[config.mk]
export PLATFORM = sky130hd
export DESIGN_NAME = uart_tx_arbiter
export DESIGN_NICKNAME = d
export VERILOG_FILES = /design/src/rtl/uart_arb_pkg.sv /design/src/rtl/uart_tx_arbiter_rr_pick.sv /design/src/rtl/uart_tx_arbiter.sv
export SDC_FILE = /design/constraint.sdc
export NUM_CORES = 1
export LEC_CHECK = 0
export CAP_MARGIN = 10
export CORE_MARGIN = 2
export CORE_UTILIZATION = 45
export CTS_CLUSTER_DIAMETER = 150
export DETAILED_ROUTE_END_ITERATION = 7
export PLACE_DENSITY = 0.95
export SETUP_SLACK_MARGIN = 0.02
export SYNTH_ARGS = -nofsm -noshare
export SYNTH_HDL_FRONTEND = slang
export SYNTH_SLANG_ARGS = --single-unit
[constraint.sdc]
create_clock -name clk -period 4.9 [get_ports clk]
set_input_delay 0.49 -clock clk [delete_from_list [all_inputs] [get_ports clk]]
set_output_delay 0.49 -clock clk [all_outputs]
set_load 0.02 [all_outputs]
[src/rtl/uart_arb_pkg.sv]
// Shared definitions for the UART transmit arbiter.
//   arb_state_t      : FSM state encoding (TAG_LOAD only reachable with UART_TX_ARB_TAG_EN)
//   clog2()          : index width helper, never returns less than 1
//   TAG_BASE_DEFAULT : default base value for source tag bytes
//   TMO_W            : width of the start-timeout counter
package uart_arb_pkg;

   typedef enum logic [2:0] {
      IDLE       = 3'd0,
      LOAD       = 3'd1,
      WAIT_START = 3'd2,
      WAIT_DONE  = 3'd3,
      TAG_LOAD   = 3'd4
   } arb_state_t;

   localparam logic [7:0] TAG_BASE_DEFAULT = 8'hF0;
   localparam int         TMO_W            = 5;

   function automatic int clog2(input int n);
      int w;
      w = 1;
      while ((1 << w) < n) w++;
      return w;
   endfunction

endpackage

[src/rtl/uart_tx_arbiter_rr_pick.sv]
// Combinational rotating-priority picker.
//   valid     : request vector
//   ptr       : index of the last winner; search starts at ptr+1 and wraps
//   grant     : one-hot winner (all zero when nothing is valid)
//   idx       : binary index of the winner
//   any_valid : at least one request is valid
module rr_pick
   import uart_arb_pkg::*;
#(
   parameter int NUM_REQ = 4,
   parameter int ID_W    = clog2(NUM_REQ)
) (
   input  logic [NUM_REQ-1:0] valid,
   input  logic [ID_W-1:0]    ptr,
   output logic [NUM_REQ-1:0] grant,
   output logic [ID_W-1:0]    idx,
   output logic               any_valid
);

   // Outer loop walks the priority order ptr+1, ptr+2, ... ; the first
   // valid requester met in that order wins.
   always_comb begin
      grant     = '0;
      idx       = '0;
      any_valid = 1'b0;
      for (int k = 1; k <= NUM_REQ; k++) begin
         for (int i = 0; i < NUM_REQ; i++) begin
            if (!any_valid && valid[i] && (i == (int'(ptr) + k) % NUM_REQ)) begin
               any_valid = 1'b1;
               grant[i]  = 1'b1;
               idx       = ID_W'(i);
            end
         end
      end
   end

endmodule

[src/rtl/uart_tx_arbiter.sv]
// Round-robin arbiter sharing one UART transmitter among NUM_REQ byte
// producers, one byte per grant.
//   clk, rst             : clock and synchronous active-high reset
//   req_valid/req_data   : per-requester byte offer (requester i on bits [8i+7:8i])
//   req_ready            : one-cycle accept, at most one bit high
//   uart_transmit        : one-cycle transmit pulse to the UART
//   uart_tx_byte         : byte to the UART, stable until the byte completes
//   uart_is_transmitting : UART busy flag
//   grant_id             : index of the last accepted requester
//   busy                 : FSM not in IDLE
// Optional macro UART_TX_ARB_TAG_EN: precede a byte with tag TAG_BASE+g
// whenever the source changes (and on the first grant after reset).
module uart_tx_arbiter
   import uart_arb_pkg::*;
#(
   parameter int         NUM_REQ       = 4,
   parameter int         START_TIMEOUT = 16,
   parameter logic [7:0] TAG_BASE      = TAG_BASE_DEFAULT
) (
   input  logic                        clk,
   input  logic                        rst,
   input  logic [NUM_REQ-1:0]          req_valid,
   input  logic [NUM_REQ*8-1:0]        req_data,
   output logic [NUM_REQ-1:0]          req_ready,
   output logic                        uart_transmit,
   output logic [7:0]                  uart_tx_byte,
   input  logic                        uart_is_transmitting,
   output logic [clog2(NUM_REQ)-1:0]   grant_id,
   output logic                        busy
);

   localparam int               ID_W     = clog2(NUM_REQ);
   localparam logic [TMO_W-1:0] TMO_LAST = TMO_W'(START_TIMEOUT - 1);

   arb_state_t          state, state_nxt;
   logic [ID_W-1:0]     rr_ptr;
   logic [NUM_REQ-1:0]  pick_grant;
   logic [ID_W-1:0]     pick_idx;
   logic                pick_any;
   logic                take;
   logic [7:0]          sel_byte;
   logic [TMO_W-1:0]    tmo_cnt;
   logic                tag_phase;
   logic                need_tag;

   rr_pick #(
      .NUM_REQ (NUM_REQ),
      .ID_W    (ID_W)
   ) u_pick (
      .valid     (req_valid),
      .ptr       (rr_ptr),
      .grant     (pick_grant),
      .idx       (pick_idx),
      .any_valid (pick_any)
   );

   always_comb begin
      sel_byte = 8'h00;
      for (int i = 0; i < NUM_REQ; i++)
         if (pick_grant[i]) sel_byte = req_data[8*i +: 8];
   end

   always_ff @(posedge clk) begin
      if (rst) state <= IDLE;
      else     state <= state_nxt;
   end

   // Ready is gated by rst so no handshake can complete in a reset cycle.
   always_comb begin
      state_nxt     = state;
      take          = 1'b0;
      uart_transmit = 1'b0;
      case (state)
         IDLE: begin
            if (pick_any && !uart_is_transmitting && !rst) begin
               take      = 1'b1;
               state_nxt = need_tag ? TAG_LOAD : LOAD;
            end
         end
         LOAD, TAG_LOAD: begin
            uart_transmit = 1'b1;
            state_nxt     = WAIT_START;
         end
         WAIT_START: begin
            if (uart_is_transmitting)  state_nxt = WAIT_DONE;
            else if (tmo_cnt == TMO_LAST) state_nxt = tag_phase ? TAG_LOAD : LOAD;
         end
         WAIT_DONE: begin
            if (!uart_is_transmitting) state_nxt = tag_phase ? LOAD : IDLE;
         end
         default: state_nxt = IDLE;
      endcase
   end

   assign req_ready = take ? pick_grant : '0;
   assign busy      = (state != IDLE);

`ifdef UART_TX_ARB_TAG_EN
   logic            src_seen;
   logic [ID_W-1:0] last_src;
   logic [7:0]      data_hold;

   assign need_tag = !src_seen || (pick_idx != last_src);

   // tag_phase marks that the byte in flight is a tag and the held data
   // byte still has to follow without re-arbitration.
   always_ff @(posedge clk) begin
      if (rst) begin
         tag_phase <= 1'b0;
         src_seen  <= 1'b0;
         last_src  <= '0;
      end else if (take) begin
         tag_phase <= need_tag;
         src_seen  <= 1'b1;
         last_src  <= pick_idx;
      end else if (state == WAIT_DONE && !uart_is_transmitting) begin
         tag_phase <= 1'b0;
      end
   end

   always_ff @(posedge clk) begin
      if (take) data_hold <= sel_byte;
   end
`else
   logic unused_tag_base;
   assign tag_phase       = 1'b0;
   assign need_tag        = 1'b0;
   assign unused_tag_base = ^TAG_BASE;
`endif

   always_ff @(posedge clk) begin
      if (rst) begin
         uart_tx_byte <= 8'h00;
         grant_id     <= '0;
         rr_ptr       <= ID_W'(NUM_REQ - 1);
         tmo_cnt      <= '0;
      end else begin
         if (take) begin
            grant_id <= pick_idx;
            rr_ptr   <= pick_idx;
`ifdef UART_TX_ARB_TAG_EN
            uart_tx_byte <= need_tag ? (TAG_BASE + 8'(pick_idx)) : sel_byte;
         end else if (tag_phase && state == WAIT_DONE && !uart_is_transmitting) begin
            uart_tx_byte <= data_hold;
`else
            uart_tx_byte <= sel_byte;
`endif
         end
         // Counter restarts on every pulse, so a re-pulse gets a full window.
         if (uart_transmit)            tmo_cnt <= '0;
         else if (state == WAIT_START) tmo_cnt <= tmo_cnt + TMO_W'(1);
      end
   end

endmodule

-- Word level (Yosys, flattened, before mapping)
Cells that the tools add are included.
- muxes and demuxes: 59
- add/subtract/negate cells: 5
- reductions and logical operators: 63
- equality and inequality tests: 20
- bitwise logic cells: 4
- operator list (cell ; count):
    $logic_not 32->1 ; 4
    $mux 1 ; 35
    $logic_and 1x1->1 ; 33
    $mux 8 ; 4
    $mux 2 ; 14
    $eq 3x3->1 const A ; 8
    $logic_not 1->1 ; 17
    $eq 2x3->1 const A ; 4
    $mux 3 ; 4
    $pmux 3 s4 ; 1
    $reduce_or 2->1 ; 6
    $eq 3x2->1 const B ; 2
    $add 5x1->5 const B ; 1
    $eq 5x4->1 const B ; 1
    $add 2x1->2 const B ; 2
    $add 2x2->2 const B ; 2
    $and 1x1->1 const A ; 4
    $mux 4 ; 1
    $ne 2x2->1 const B ; 2
    $eq 3x1->1 const B ; 1
    $eq 3x3->1 const B ; 1
    $logic_not 3->1 ; 1
    $ne 3x3->1 const B ; 1
    $reduce_and 3->1 ; 1
    $reduce_bool 3->1 ; 1
- bits in registers: 20
- input bits: 39
- word-level logic and storage cells: 156
- output and inout bits: 16

-- Logic depth before layout (Yosys ltp)
- depth in word-level cells: 71
- depth in mapped cells: 7
- gate-level depth less buffers: 6

-- Modules after synthesis
A second synthesis with hierarchy kept.
- cell total of the unflattened synthesis: 166
- area total of the unflattened synthesis: 1286.2 um^2
- by module, submodules not included (module ; area an instance (um^2) ; times used ; cells an instance ; seq. area each (um^2)):
    uart_tx_arbiter ; 1134.8 ; 1 ; 142 ; 380.4
    rr_pick ; 151.4 ; 1 ; 24 ; 0.0

-- Least setup slack after synthesis
No wires, ideal clock.
- kind: register to output
- from: register state[0]
- to: output req_ready[1]
- arrival: 1.513 ns
- required time: 4.410 ns
- setup slack: 2.897 ns
- path buffers: 1
- stages on the path, launching flop included: 6
- path through: dfxtp_1 -> buf_6 -> or2_4 -> nor3_4 -> nand2b_2 -> nor3_1
- longest elaborated chain between the ends: 3
- RTL lines (item ; RTL line ; RTL):
    start, declared ; uart_tx_arbiter.sv:35 ; arb_state_t state, state_nxt;
    start signal, assigned ; uart_tx_arbiter.sv:65 ; else state <= state_nxt;
    $logic_not 3->1 ; uart_tx_arbiter.sv:73 ; case (state)
    $mux 1 ; uart_tx_arbiter.sv:73 ;
    $mux 4 ; uart_tx_arbiter.sv:95 ; assign req_ready = take ? pick_grant : '0;
    end, declared ; uart_tx_arbiter.sv:24 ; output logic [NUM_REQ-1:0] req_ready,
Every way passes these cells.

-- Final worst setup path
- from: input req_valid[3]
- to: output req_ready[1]
- longest elaborated chain between the ends: 56
- elaborated cells on any way between the ends: 59
- those cells by class: 19 x mux; 40 x reduce/logical
- RTL lines (item ; RTL line ; RTL):
    start, declared ; uart_tx_arbiter.sv:22 ; input logic [NUM_REQ-1:0] req_valid,
    $logic_and 1x1->1 (2 in a row) ; uart_tx_arbiter_rr_pick.sv:28 ; if (!any_valid && valid[i] && (i == (int'(ptr) + k) % NUM_REQ)) begin
    $mux 1 ; uart_tx_arbiter_rr_pick.sv:28 ;
    $logic_not 1->1 ; uart_tx_arbiter_rr_pick.sv:28 ;
    $logic_and 1x1->1 (2 in a row) ; uart_tx_arbiter_rr_pick.sv:28 ;
    $mux 1 ; uart_tx_arbiter_rr_pick.sv:28 ;
    $logic_not 1->1 ; uart_tx_arbiter_rr_pick.sv:28 ;
    $logic_and 1x1->1 (2 in a row) ; uart_tx_arbiter_rr_pick.sv:28 ;
    $mux 1 ; uart_tx_arbiter_rr_pick.sv:28 ;
    [35 not listed] ; - ;
    $mux 1 ; uart_tx_arbiter_rr_pick.sv:28 ;
    $logic_not 1->1 ; uart_tx_arbiter_rr_pick.sv:28 ;
    $logic_and 1x1->1 (2 in a row) ; uart_tx_arbiter_rr_pick.sv:28 ;
    $mux 1 ; uart_tx_arbiter_rr_pick.sv:28 ;
    $logic_and 1x1->1 (2 in a row) ; uart_tx_arbiter.sv:75 ; if (pick_any && !uart_is_transmitting && !rst) begin
    $mux 1 ; uart_tx_arbiter.sv:75 ;
    $mux 1 ; uart_tx_arbiter.sv:73 ;
    $mux 4 * ; uart_tx_arbiter.sv:95 ;
Mark *: on every way between the ends. The rest lies on a longest branch, timed or not.

==> impl_metrics.csv <==
group,metric,value,unit
setup_path,cp_cell_sequence,"clkdlybuf4s50_1, nor4_2, nor3_4, nand2b_2, nor3_1, clkdlybuf4s50_1",
synthesis,ys_seq_elements,19,
synthesis,synth_edf_count,0,
clock_network,path_clk_slew,120,ps
detailed_routing,routed_wl,3202,µm
setup_path,reg2reg_from,"state[1]",
setup_path,required,4410,ps
synthesis,yosysMostFrequentCell,"nor2_1",
layout,drive_above_1_share,0.07000,
sta,rsz0062_at_grt,"false",
global_route,grt_pass1_wl,5423,µm
power,p_sw_frac,0.3327,
synthesis,async_flop_share,0,
global_route,grt_pass1_vias,1240,
setup_path,crit_start,"req_valid[3]",
clock_network,post-cts-setup-buffers,0,
detailed_routing,vias,1300,
detailed_routing,wl_per_cell,13.86,µm
power,clkPwrFrac,0.195,
power,pwr_density_cell,234.8,nW/µm²
power,p_sw,0.1399,mW
sta,hold_slack,502.0,ps
layout,final_util,0.6607,
setup_path,crit_arrival,2780,ps
hold_path,hp-class,"reg2reg",
sta,setup-tns-final,0,ps
detailed_routing,initialDrtViolationCount,34,
floorplanning,die-area,3245,µm²
power,p_seq_frac,0.432,
global_route,antenna_found_initial,0,
synthesis,yosysUniqueCellTypes,41,
synthesis,netlist_instances,155,
clock_network,htree_num_levels,1,
layout,syn_to_final_growth,41.82,%
detailed_routing,vias_per_cell,5.628,
sta,fin_crit_sh,0.6671,
clock_network,cts_tree,"done",
power,leakagePower,0.6400,nW
placed_design,gp_congestion,0.8553,
setup_path,endpoint_kind,"primary output",
sta,worst_pin_slew,739.9,ps
synthesis,synth_area_leaders,"dfxtp_1 30%, nor2_1 7.1%, a221oi_1 5.6%",
floorplanning,fp.dieW,56.97,µm
sta,min_period,3269,ps
clock_network,clock-sinks,19,
setup_path,cpMostUsedCell,"clkdlybuf4s50_1",
setup_path,critPathTopFamily,"buffers and inverters",
detailed_routing,drcViolationCount,0,
synthesis,synth_ff_type,"dfxtp_1",
floorplanning,design.core.area,2710,µm²
layout,antenna_cells,0,
setup_path,cp_max_fo,15,
power,p_int,0.2806,mW
global_route,grt_max_degree,21,
power,ir_worst_vdd,0.1591,mV
outcome,status,"completed",
layout,layout.nets,242,
synthesis,ys_warn_count,0,
synthesis,yosys.area.top_type,"dfxtp_1",
sta,final_hold_viol_count,0,
placed_design,io_buffer_count,54,
placed_design,post-place-ws,1629,ps
synthesis,seq_area_frac_synth,0.3013,
clock_network,cts_buffer_depth,2,
sta,relSlewSlack,0.5046,
floorplanning,row_count,19,
detailed_routing,first_pass_iters,4,
synthesis,synth_nets,196,
setup_path,crit_buf_inv,2,
setup_path,slowest_stage,"clkdlybuf4s50_1",
sta,finalSetupViolations,0,
sta,fin_skew,4.433,ps
global_route,overflow,0,
setup_path,critPathKind,"in2out",
power,p_comb_frac,0.374,
detailed_routing,drtAntennaViolNets,0,
synthesis,synthTopCellsByCount,"24 x nor2_1, 19 x dfxtp_1, 10 x nand2_1",
synthesis,syn_avg_cell_area,8.145,µm²
sta,layout_setup_ws,1631,ps
hold_path,hp-start,"tmo_cnt[1]",
floorplanning,initial_utilization,0.4658,
floorplanning,num_io_pins,55,
clock_network,cts_root_buf,"clkbuf_4",
global_route,grt_usage,0.2133,
layout,fill_cells,221,
sta,slew_violations,0,
clock_network,clk_latency,300,ps
setup_path,slowest_delay,780,ps
synthesis,netlist_area,1262,µm²
clock_network,hold_buffers,0,
clock_network,cts.repair.resized,0,
floorplanning,die_y,56.97,µm
synthesis,synth_top_area_share,0.3013,
sta,fmax,305.9,MHz
setup_path,critPathLaunchType,"input port",
placed_design,dp_hpwl,2493,µm
clock_network,cts-buffers-inserted,3,
job,drv_cap,0,
[final timing paths]
kind | slack (ps) | to | cells past startpoint
setup reg to reg | 2830 | uart_tx_byte[4] | 5
hold / removal | 500 | tmo_cnt[1] | 2
setup / recovery | 1630 | req_ready[1] | 6
hold reg to reg | 500 | tmo_cnt[1] | 2
[power by group through the flow]
stage / Clock [mW] / Sequential [mW] / Combinational [mW]
after CTS: 0.0824 / 0.181 / 0.157
final: 0.0818 / 0.182 / 0.157
after global placement: 0 / 0.184 / 0.155
after floorplan: 0 / 0.188 / 0.0905
after global routing: 0.0866 / 0.184 / 0.170
after detailed placement: 0 / 0.185 / 0.157
[placed cells by master (no fill, tap or decap), drive strengths merged, types with 4 or more instances in the layout]
master	count
clkdlybuf4s50	54
nor2	25
dfxtp	19
nand2	10
a21oi	9
a221oi	9
nand2b	8
nand4b	7
a21o	7
o31ai	7
nor3	7
inv	4
o21ai	4
[final cells by class]
type / instances / area, µm² / share of cell area
inverters: 4 / 15.01 / 0.008386
clock buffers: 3 / 22.52 / 0.01258
well taps: 31 / 38.79 / 0.02166
clock inverters: 1 / 5.005 / 0.002795
flip-flops and latches: 19 / 380.4 / 0.2124
repair buffers: 54 / 540.5 / 0.3019
multi-input cells: 119 / 788.3 / 0.4403
[kinds of logic (layout without fill, tap and decap cells)]
logic type                 count (synthesis)  count (layout)  synth area share
muxes                                      1               1          0.007929
DFF                                       19              19            0.3013
buffers and inverters                     17              62           0.07432
and+or+nand+nor                           69              69            0.3092
adders and majority gates                  2               2           0.01982
AOI/OAI and AO/OA                         47              47            0.2874
[layer usage]
layer / part of all wire / wire length (µm) / vias up / track usage
li1: - / - / 659 / -
met1: 0.41 / 1307 / 582 / 0.2610
met5: 0 / 0 / - / 0
met2: 0.48 / 1525 / 55 / 0.3547
met3: 0.10 / 336 / 4 / 0.06576
met4: 0.010 / 33 / 0 / 0.07641
[metrics by stage]
step	total power, mW	std cells	area, µm²
6_report	0.4204	231	1790
5_1_grt	0.4414	231	1790
4_1_cts	0.4213	231	1790
3_5_place_dp	0.3417	227	1763
3_3_place_gp	0.3397	227	1763
2_1_floorplan	0.2783	155	1262
[flip-flops by register name (all words and copies together) (netlist names)]
signal / cells
state: 2
grant_id: 2
tmo_cnt: 5
rr_ptr: 2
uart_tx_byte: 8
[worst reg2reg max path, stage by stage (launching register included)]
cell	delay [ps]
dfxtp_1	430
or2_4	320
nor3_4	420
nand2b_2	170
nand2b_1	340
o32ai_2	310
Note: power is estimated with default switching activity, not from simulation.
==> variant (same settings) <==
Build with the macro `UART_TX_ARB_TAG_EN` defined.
--- a/src/rtl/uart_tx_arbiter.sv
+++ b/src/rtl/uart_tx_arbiter.sv
@@ -11,4 +11,6 @@
 // Optional macro UART_TX_ARB_TAG_EN: precede a byte with tag TAG_BASE+g
 // whenever the source changes (and on the first grant after reset).
+`define UART_TX_ARB_TAG_EN
+
 module uart_tx_arbiter
    import uart_arb_pkg::*;
Check against the original RTL: not settled (the Yosys comparison gave no result); the edit may change what the design does.
==> variant against the unedited design <==
Cell count is 40% higher. Die area is 44% higher. Synthesized cell count is 45% higher. Total power grew to 2.6 times the old value. Largest power group is now combinational logic. Sequential share of layout area is 5.7 points higher. Clock skew is 0.0019 ns higher. Setup slack worse by 0.39 ns. Utilization is 2.9 points lower. Design area is 41% higher. Sequential cell count is 11 higher. Synthesized area is 47% higher. Wire length is 53% higher.
==> variant: results (changes against the unedited design) <==
<table>
<tr><th>Metric</th><th>Value</th></tr>
<tr><th colspan="2">Global routing</th></tr>
<tr><td>Met2 track demand over resource</td><td>0.3823 (+0.02760)</td></tr>
<tr><td>Vias in the first global route</td><td>1700 (+37%)</td></tr>
<tr><td>Pin count of the biggest net entering global routing</td><td>24 (+14%)</td></tr>
<tr><td>Met1 capacity usage during global routing</td><td>0.2843 (+0.02327)</td></tr>
<tr><td>Global Route met3 Usage</td><td>0.05263 (-0.01313)</td></tr>
<tr><th colspan="2">Final layout</th></tr>
<tr><td>Number of ordinary and repair buffers in the finished layout</td><td>56 (+3.7%)</td></tr>
<tr><td>Fraction of layout instances using a drive strength above 1</td><td>0.06204 (-0.007956)</td></tr>
<tr><td>Largest registers</td><td>data_hold (8), uart_tx_byte (8), tmo_cnt (5)</td></tr>
<tr><td>Number of fill cells in the layout</td><td>322 (+46%)</td></tr>
<tr><td>Clock distribution area overhead in the final layout</td><td>0.05644 (+0.04106)</td></tr>
<tr><td>Inverters, non-clock</td><td>9 (+5)</td></tr>
<tr><th colspan="2">Yosys</th></tr>
<tr><td>Top cell types by occurrence after synthesis</td><td>sky130_fd_sc_hd__nor2_1 (30), sky130_fd_sc_hd__nand2_1 (24), sky130_fd_sc_hd__dfxtp_1 (22)</td></tr>
<tr><td>Mux cell area share after synthesis</td><td>0.01077 (+0.002846)</td></tr>
<tr><td>Number of flops mapped to enable cells by yosys</td><td>8 (+8)</td></tr>
<tr><td>Adder-Cell Fraction of Synth Area</td><td>0.01347 (-0.006354)</td></tr>
<tr><td>Xor-xnor portion of the synthesized cell area</td><td>0.01818 (+0.01818)</td></tr>
<tr><th colspan="2">Power and ir drop</th></tr>
<tr><td>Worst-case vdd ir drop</td><td>0.1784 mV (+12%)</td></tr>
<tr><td>Switching power as a share of total power</td><td>0.3394 (+0.006700)</td></tr>
<tr><td>Power Combinational</td><td>0.000418 W (+170%)</td></tr>
<tr><th colspan="2">Setup path</th></tr>
<tr><td>Crit path largest cell delay</td><td>0.64 ns (-0.14 ns)</td></tr>
<tr><th colspan="2">Route</th></tr>
<tr><td>Wire length on met1</td><td>2102 um (+61%)</td></tr>
<tr><td>Routed wl met3</td><td>248 um (-26%)</td></tr>
<tr><td>Total met2 wirelength after detailed routing</td><td>2397 um (+57%)</td></tr>
<tr><th colspan="2">Placed design</th></tr>
<tr><td>Final estimated routing congestion in global placement</td><td>0.8085 (-5.5%)</td></tr>
<tr><th colspan="2">Timing</th></tr>
<tr><td>Final clock skew</td><td>0.006379 ns (+0.001946 ns)</td></tr>
<tr><th colspan="2">Outcome</th></tr>
<tr><td>Status</td><td>finished clean</td></tr>
</table>
## variant: worst paths after layout
check,start,endpoint,slack (ns),cells past startpoint
max,req_valid[3],req_ready[1],1.24,8
min,tmo_cnt[4],tmo_cnt[4],0.49,2
max reg2reg,state[0],uart_tx_byte[1],2.32,8
min reg2reg,tmo_cnt[4],tmo_cnt[4],0.49,2
## variant: logic make-up after synthesis
group	Yosys count
AND/OR/NAND/NOR	90
AO/OA/AOI/OAI	74
flip-flops	30
buffers and inverters	24
XOR/XNOR	3
multiplexers	2
adder cells (fa/ha/maj)	2
## variant: stage by stage
| step | instance area [um^2] | setup slack, ns | power (W) |
|---|---|---|---|
| after global routing | 2527 | 1.074 | 0.001167 |
| after global placement | 2385 | 1.331 | 0.0007770 |
| after CTS | 2527 | 1.275 | 0.001105 |
| after detailed placement | 2385 | 1.283 | 0.0007911 |
| after floorplan | 1858 | 2.575 | 0.0006493 |
| final | 2527 | 1.241 | 0.001104 |
